<file path="src/rtl/seq_serializer_pkg.sv">
// seq_serializer shared types and width helpers.
// SEQ_SERIALIZER_PARITY_EN enables the trailing even-parity bit.
package seq_serializer_pkg;

  typedef enum logic [1:0] {
    IDLE,
    SHIFT,
    PARITY
  } ser_state_t;

  function automatic int div_w(input int d);
    return $clog2(d > 1 ? d : 2);
  endfunction

  function automatic int cnt_w(input int w);
    return $clog2(w + 1);
  endfunction

  localparam int DEF_DIV   = 1;
  localparam int DEF_WIDTH = 8;
  localparam int DIV_W     = $clog2(DEF_DIV > 1 ? DEF_DIV : 2);
  localparam int CNT_W     = $clog2(DEF_WIDTH + 1);

endpackage

</file>
<file path="src/rtl/bit_tick_gen.sv">
// Bit-period prescaler: one-cycle tick at the end of every DIV cycles.
// restart realigns the count so a fresh frame's first bit is full length.
module bit_tick_gen
  import seq_serializer_pkg::*;
#(
  parameter int DIV = 1
) (
  input  logic clk,
  input  logic rst,
  input  logic restart,
  input  logic en,
  output logic tick
);

  localparam int DW = div_w(DIV);

  generate
    if (DIV == 1) begin : g_nodiv
      logic unused_in;
      assign unused_in = ^{clk, rst, restart, en};
      assign tick = 1'b1;
    end else begin : g_div
      logic [DW-1:0] div_cnt;
      logic          wrap;

      assign wrap = (div_cnt == DW'(DIV - 1));
      assign tick = en && wrap;

      always_ff @(posedge clk) begin
        if (rst || restart) begin
          div_cnt <= '0;
        end else if (en) begin
          div_cnt <= wrap ? '0 : div_cnt + DW'(1);
        end
      end
    end
  endgenerate

endmodule

</file>
<file path="src/rtl/seq_serializer.sv">
// Double-buffered MSB-first parallel-to-serial front end.
// Build option: SEQ_SERIALIZER_PARITY_EN appends an even-parity bit.
module seq_serializer
  import seq_serializer_pkg::*;
#(
  parameter int   WIDTH    = 8,
  parameter int   DIV      = 1,
  parameter logic IDLE_BIT = 1'b0
) (
  input  logic             clk,
  input  logic             rst,
  input  logic [WIDTH-1:0] din,
  input  logic             din_valid,
  output logic             din_ready,
  output logic             sout,
  output logic             sout_valid,
  output logic             busy
);

  localparam int CW = cnt_w(WIDTH);

  ser_state_t       state;
  logic [WIDTH-1:0] sr;
  logic [WIDTH-1:0] hb;
  logic             hb_full;
  logic [CW-1:0]    bit_cnt;
  logic             tick;
  logic             xfer;
  logic             last;
  logic             wend;
  logic             load_now;
  logic             idle_load;
  logic [WIDTH-1:0] lw;
`ifdef SEQ_SERIALIZER_PARITY_EN
  logic             par;
`endif

  assign din_ready = !hb_full && !rst;
  assign busy      = (state != IDLE) || hb_full;
  assign xfer      = din_valid && din_ready;

`ifdef SEQ_SERIALIZER_PARITY_EN
  assign last = (state == PARITY);
`else
  assign last = (state == SHIFT) && (bit_cnt == CW'(WIDTH - 1));
`endif

  assign wend      = tick && last;
  assign idle_load = (state == IDLE) && xfer;
  // HB drains first; a direct din load at word end only when HB is empty
  assign load_now  = idle_load || (wend && (hb_full || xfer));
  assign lw        = hb_full ? hb : din;

  bit_tick_gen #(
    .DIV(DIV)
  ) u_tick (
    .clk    (clk),
    .rst    (rst),
    .restart(idle_load),
    .en     (state != IDLE),
    .tick   (tick)
  );

  always_ff @(posedge clk) begin
    if (rst) begin
      state      <= IDLE;
      sr         <= '0;
      hb         <= '0;
      hb_full    <= 1'b0;
      bit_cnt    <= '0;
      sout       <= IDLE_BIT;
      sout_valid <= 1'b0;
`ifdef SEQ_SERIALIZER_PARITY_EN
      par        <= 1'b0;
`endif
    end else begin
      if (load_now) begin
        state      <= SHIFT;
        sr         <= {lw[WIDTH-2:0], 1'b0};
        sout       <= lw[WIDTH-1];
        sout_valid <= 1'b1;
        bit_cnt    <= '0;
`ifdef SEQ_SERIALIZER_PARITY_EN
        par        <= ^lw;
`endif
      end else if (wend) begin
        state      <= IDLE;
        sout       <= IDLE_BIT;
        sout_valid <= 1'b0;
      end else if (tick && state == SHIFT) begin
`ifdef SEQ_SERIALIZER_PARITY_EN
        if (bit_cnt == CW'(WIDTH - 1)) begin
          state <= PARITY;
          sout  <= par;
        end else begin
`else
        begin
`endif
          sout    <= sr[WIDTH-1];
          sr      <= {sr[WIDTH-2:0], 1'b0};
          bit_cnt <= bit_cnt + CW'(1);
        end
      end
      if (wend && hb_full) begin
        hb_full <= 1'b0;
      end else if (xfer && state != IDLE && !wend) begin
        hb      <= din;
        hb_full <= 1'b1;
      end
    end
  end

endmodule

</file>
<file path="config.mk">
export PLATFORM = sky130hd
export DESIGN_NAME = seq_serializer
export DESIGN_NICKNAME = d
export VERILOG_FILES = /design/src/rtl/seq_serializer_pkg.sv /design/src/rtl/bit_tick_gen.sv /design/src/rtl/seq_serializer.sv
export SDC_FILE = /design/constraint.sdc
export NUM_CORES = 1
export LEC_CHECK = 0
export BUFFER_PORTS_ARGS = -buffer_cell sky130_fd_sc_hd__buf_2
export CAP_MARGIN = 20
export CORE_MARGIN = 4
export CORE_UTILIZATION = 30
export CTS_CLUSTER_SIZE = 10
export DETAILED_ROUTE_END_ITERATION = 6
export HOLD_SLACK_MARGIN = 0.08
export PLACE_DENSITY = 0.53
export SLEW_MARGIN = 25
export SYNTH_ARGS = -nofsm -noshare
export SYNTH_HDL_FRONTEND = slang
export SYNTH_SLANG_ARGS = --single-unit
</file>
<file path="constraint.sdc">
create_clock -name clk -period 4.1 [get_ports clk]
set_input_delay 1.23 -clock clk [delete_from_list [all_inputs] [get_ports clk]]
set_output_delay 1.23 -clock clk [all_outputs]
set_load 0.02 [all_outputs]
</file>
Word level (Yosys, flattened, before mapping)
Cells that the tools add are included.
W data, S select, Z words.
- add/subtract/negate cells: 1
- eq/ne operators: 2
- muxes and demuxes: 11
- bitwise logic cells: 2
- reductions and logical operators: 23
- operator list (cell ; count):
    $mux W8 ; 4
    $logic_and A1 B1 Y1 ; 8
    $mux W1 ; 7
    $reduce_and A2 Y1 ; 3
    $add A4 B1 Y4 const B ; 1
    $eq A4 B3 Y1 const B ; 1
    $reduce_bool A2 Y1 ; 2
    $reduce_or A2 Y1 ; 2
    $logic_not A1 Y1 ; 3
    $logic_or A1 B1 Y1 ; 3
    $reduce_bool A3 Y1 ; 1
    $logic_not A2 Y1 ; 1
    $ne A2 B1 Y1 const B ; 1
    $not A1 Y1 ; 2
- register bits: 23
- bits of input ports: 11
- output and inout port bits: 4
- word-level logic and storage cells: 46

Depth between registers and ports, before layout
- depth after elaboration: 8
- gate-level depth with buffers: 6
- depth with buffers taken out: 5

Modules after synthesis
Synthesis repeated with hierarchy kept, for this count alone.
- cell total of the unflattened synthesis: 119
- area, all modules: 1102.3 µm²
- modules (own cells, without submodules) (module ; times used ; cells each ; area an instance (µm²) ; seq. area each (µm²)):
    seq_serializer ; 1 ; 117 ; 1091.0 ; 440.4
    bit_tick_gen ; 1 ; 2 ; 11.3 ; 0.0

Worst setup path after synthesis
Ideal clock, no wire load.
- path type: in2out
- start point: in rst
- end point: out din_ready
- arrival time: 1.712 ns
- data required time: 2.870 ns
- setup slack: 1.158 ns
- stages on the path: 2
- buffers on the path: 1
- path through: clkbuf_1 -> nor2_1
- cells in the longest elaborated chain, start to end: 2
- RTL lines (element ; line ; text):
    start: declaration ; seq_serializer.sv:11 ; input logic rst,
    $logic_not A1 Y1 ; seq_serializer.sv:38 ; assign din_ready = !hb_full && !rst;
    $logic_and A1 B1 Y1 ; seq_serializer.sv:38 ;
    end: declaration ; seq_serializer.sv:14 ; output logic din_ready,
No other way between the ends.

Worst setup path after layout
Same ends and word-level chain as after synthesis.

==> results_tabular.tex <==
\begin{tabular}{lr}
\hline
Metric & Value \\
\hline
\multicolumn{2}{l}{\textbf{Logic synthesis}} \\
EDFF count, synth & 0 \\
Top-area cell type share of the netlist area & 39.6\% \\
Asr flop ratio synth & 0\% \\
Count of synthesis-stage warnings from yosys & 0 \\
Average instance area after synthesis & 8.97 um\^{}2 \\
Cell area after synthesis & 1110 um\^{}2 \\
Flip-flop and latch count after synthesis & 22 \\
Most used standard cells in the synthesized netlist & sky130\_fd\_sc\_hd\_\_dfxtp\_1, sky130\_fd\_sc\_hd\_\_nand2\_1, sky130\_fd\_sc\_hd\_\_mux2i\_1, sky130\_fd\_sc\_hd\_\_a21oi\_1, sky130\_fd\_sc\_hd\_\_nor2\_1 \\
Dominant cell by count in the synthesized netlist & sky130\_fd\_sc\_hd\_\_dfxtp\_1 \\
Gate count after technology mapping & 124 \\
Prevailing post-synth register cell & sky130\_fd\_sc\_hd\_\_dfxtp\_1 \\
Cell variety after synth & 29 \\
Most area-hungry cell type in the Yosys netlist & sky130\_fd\_sc\_hd\_\_dfxtp\_1 \\
Proportion of synthesized chip area in sequential cells & 39.6\% \\
Net count of the mapped netlist & 136 \\
Top post-synthesis cells by area & sky130\_fd\_sc\_hd\_\_dfxtp\_1, sky130\_fd\_sc\_hd\_\_mux2i\_1, sky130\_fd\_sc\_hd\_\_mux2\_2, sky130\_fd\_sc\_hd\_\_a21oi\_1, sky130\_fd\_sc\_hd\_\_nand2\_1 \\
\multicolumn{2}{l}{\textbf{STA}} \\
Total Negative Setup Slacks & 0 ns \\
Hold violation total from the final report & 0 \\
Period Utilization, post-route & 74.6\% \\
Final setup fails & 0 \\
Number of pins with negative max-slew slack in the final report & 0 \\
Highest attainable clock frequency & 327 MHz \\
Time the final worst path needs with I/O delays and setup & 3.06 ns \\
Final worst clock skew & 0.00373 ns \\
Tightest Pin Transition & 0.588 ns \\
Worst rel slew slack & 60.7\% \\
Setup repair after global routing missed its margin & false \\
\multicolumn{2}{l}{\textbf{Global routing}} \\
Wire length of the first global-routing pass & 3930 um \\
Pin count of the biggest net entering global routing & 25 \\
Number of global-route vias before repair & 870 \\
Number of antenna violations at the first check in global routing & 0 \\
Global route total overflow & 0 \\
Global-route usage over all layers & 11.3\% \\
\multicolumn{2}{l}{\textbf{Clock network}} \\
Cts bufs inserted & 3 \\
H-Tree Level Count & 1 \\
Clock root buffer master & sky130\_fd\_sc\_hd\_\_clkbuf\_8 \\
Postcts setup bufs & 0 \\
Clock tree from TritonCTS & built \\
Clk sinks & 22 \\
Clock tree buffer depth & 2 \\
Clk pin slew, worst setup/hold paths & 0.07 ns \\
Resized Gates After CTS & 0 \\
Hold Buf Count CTS & 0 \\
Later-pin clock latency in the skew report & 0.26 ns \\
\multicolumn{2}{l}{\textbf{Worst setup path}} \\
Sort of element at the start of the critical path & input port \\
Type of the worst setup path & in -> out \\
Critical Path Fanout Max & 24 \\
Buffers and inverters on the worst path & 2 \\
Required time worst endpoint & 2.87 ns \\
Cells on worst reg2reg path & 5 \\
Setup slack on the worst flop-to-flop path & 2.43 ns \\
Most frequent CP cell & sky130\_fd\_sc\_hd\_\_buf\_2 \\
Worst path slowest cell & sky130\_fd\_sc\_hd\_\_buf\_2 \\
Kind of end point of the critical path & output pin \\
CP peak stage delay & 0.36 ns \\
Cell family with most CP delay & buffers and inverters \\
Critical path arrival & 1.83 ns \\
Critical Path, Cell by Cell & buf\_2 > nor2\_1 > buf\_2 \\
Critical path depth in cells & 3 \\
\multicolumn{2}{l}{\textbf{Final layout}} \\
Net count of the finished layout & 148 \\
Total area of multi-input combinational cells & 619 um\^{}2 \\
Fin area & 1250 um\^{}2 \\
Post-layout util & 36.0\% \\
Layout cell share with drive strength beyond 1 & 22.4\% \\
Fill count & 377 \\
Number of antenna cells inserted & 0 \\
Register cell area after layout & 440 um\^{}2 \\
Non-filler cells, final & 180 \\
Layout Area Growth over Synthesis & 12.1\% \\
\multicolumn{2}{l}{\textbf{Power}} \\
PD cells & 355 nW/um\^{}2 \\
Peak ir drop on the vdd network & 0.0000955 V \\
Total power of the final layout & 0.443 mW \\
Leakage power & 0.506 nW \\
\multicolumn{2}{l}{\textbf{Worst hold path}} \\
Hold WC Path Type & reg -> reg \\
Hold Path Depth & 2 \\
\multicolumn{2}{l}{\textbf{Floorplan}} \\
Core area & 3470 um\^{}2 \\
Initial Util & 32.1\% \\
Vertical die dimension & 68.9 um \\
DIE WIDTH & 68.9 um \\
Number of cell rows & 21 \\
Die area & 4750 um\^{}2 \\
Number of top-level design ports & 15 \\
\multicolumn{2}{l}{\textbf{Placed design}} \\
Number of instances in the placed design & 177 \\
Detailed placement HPWL & 1610 um \\
Number of buffer cells added on primary ports & 14 \\
Global placer's final weighted congestion & 0.655 \\
Area post-placement & 1210 um\^{}2 \\
\multicolumn{2}{l}{\textbf{Drt}} \\
Routed wirelength normalized by instance count & 13.1 um \\
Vias per Instance & 4.84 \\
Total via count in the routed design & 872 \\
Number of nets with antenna violations after routing & 0 \\
Initial DRC count & 26 \\
Drt total wl & 2350 um \\
Post-route DRC & 0 \\
Number of detailed-routing iterations run before antenna repair & 4 \\
\multicolumn{2}{l}{\textbf{Flow run}} \\
Max Cap Violations & 0 \\
\multicolumn{2}{l}{\textbf{Run status}} \\
Result of the run & complete, no violations \\
\hline
\end{tabular}
## area by class of cell
cell class	count	share of cell area (%)
well taps	46	4.61
clock buffers	3	3.31
flip-flops and latches	22	35.3
inverters	1	0.301
multi-input cells	92	49.6
repair buffers	16	6.82
## flip-flops by register name (all words and copies together), names as in the netlist
name,flops
sout,1
hb,8
sout_valid,1
hb_full,1
bit_cnt,4
sr,7
## worst paths after layout
kind                                              start                      end
worst max register to register  bit_cnt[0]$_SDFFE_PP0P_  bit_cnt[3]$_SDFFE_PP0P_
worst min-delay path                 sr[1]$_SDFFE_PP0P_       sr[2]$_SDFFE_PP0P_
worst max-delay path                                rst                din_ready
worst min register to register       sr[1]$_SDFFE_PP0P_       sr[2]$_SDFFE_PP0P_
## placed cells by master, fill, tap and decap left out, drive strengths merged
cell type	instances
nand3	8
a21oi	13
a2111oi	1
or2	1
nor3b	1
xor2	1
clkbuf	3
inv	1
o21ai	1
nand3b	1
o21a	1
ha	1
nand2	17
buf	16
mux2i	14
a211oi	1
mux2	7
and2	1
a22o	1
o211ai	6
a31oi	1
or3	1
nand2b	2
dfxtp	22
nor2	10
nor2b	1
a32oi	1
## power by group
group	switching (mW)	internal [mW]	leakage, nW	total, mW
registers	0.0101	0.226	0.179	0.236
logic	0.0426	0.0348	0.305	0.0774
clock network	0.0640	0.0654	0.0216	0.129
## routing by layer
metal	track usage [%]	vias to the layer above	routed length (um)
met5	0	-	0
met4	5.84	0	39
met3	1.94	4	71
met2	18.7	13	1140
met1	13.9	396	1100
li1	-	459	-
## per-stage QoR
| step | setup WS [ns] | hold slack [ns] |
|---|---|---|
| 4_1_cts | 1.04 | 0.468 |
| 3_3_place_gp | 1.03 | 0.445 |
| 6_report | 1.04 | 0.467 |
| 3_5_place_dp | 1.03 | 0.457 |
| 2_1_floorplan | 1.16 | 0.436 |
| 5_1_grt | 0.989 | 0.496 |
## cell families (layout without fill, tap and decap cells)
group | count (synthesis) | count (layout) | synth area share (%)
xor+xnor | 1 | 1 | 0.788
simple gates | 43 | 43 | 17.9
compound gates | 26 | 26 | 16.2
mux | 21 | 21 | 19.7
buf+inv | 10 | 20 | 4.72
flops | 22 | 22 | 39.6
fa+ha+maj | 1 | 1 | 1.12
## worst min-delay path: stages (launching register included)
cell and delay (ns):
sky130_fd_sc_hd__dfxtp_1 0.32, sky130_fd_sc_hd__nand2_1 0.05, sky130_fd_sc_hd__a21oi_1 0.05
No activity file was read; power rests on OpenSTA's default activity.
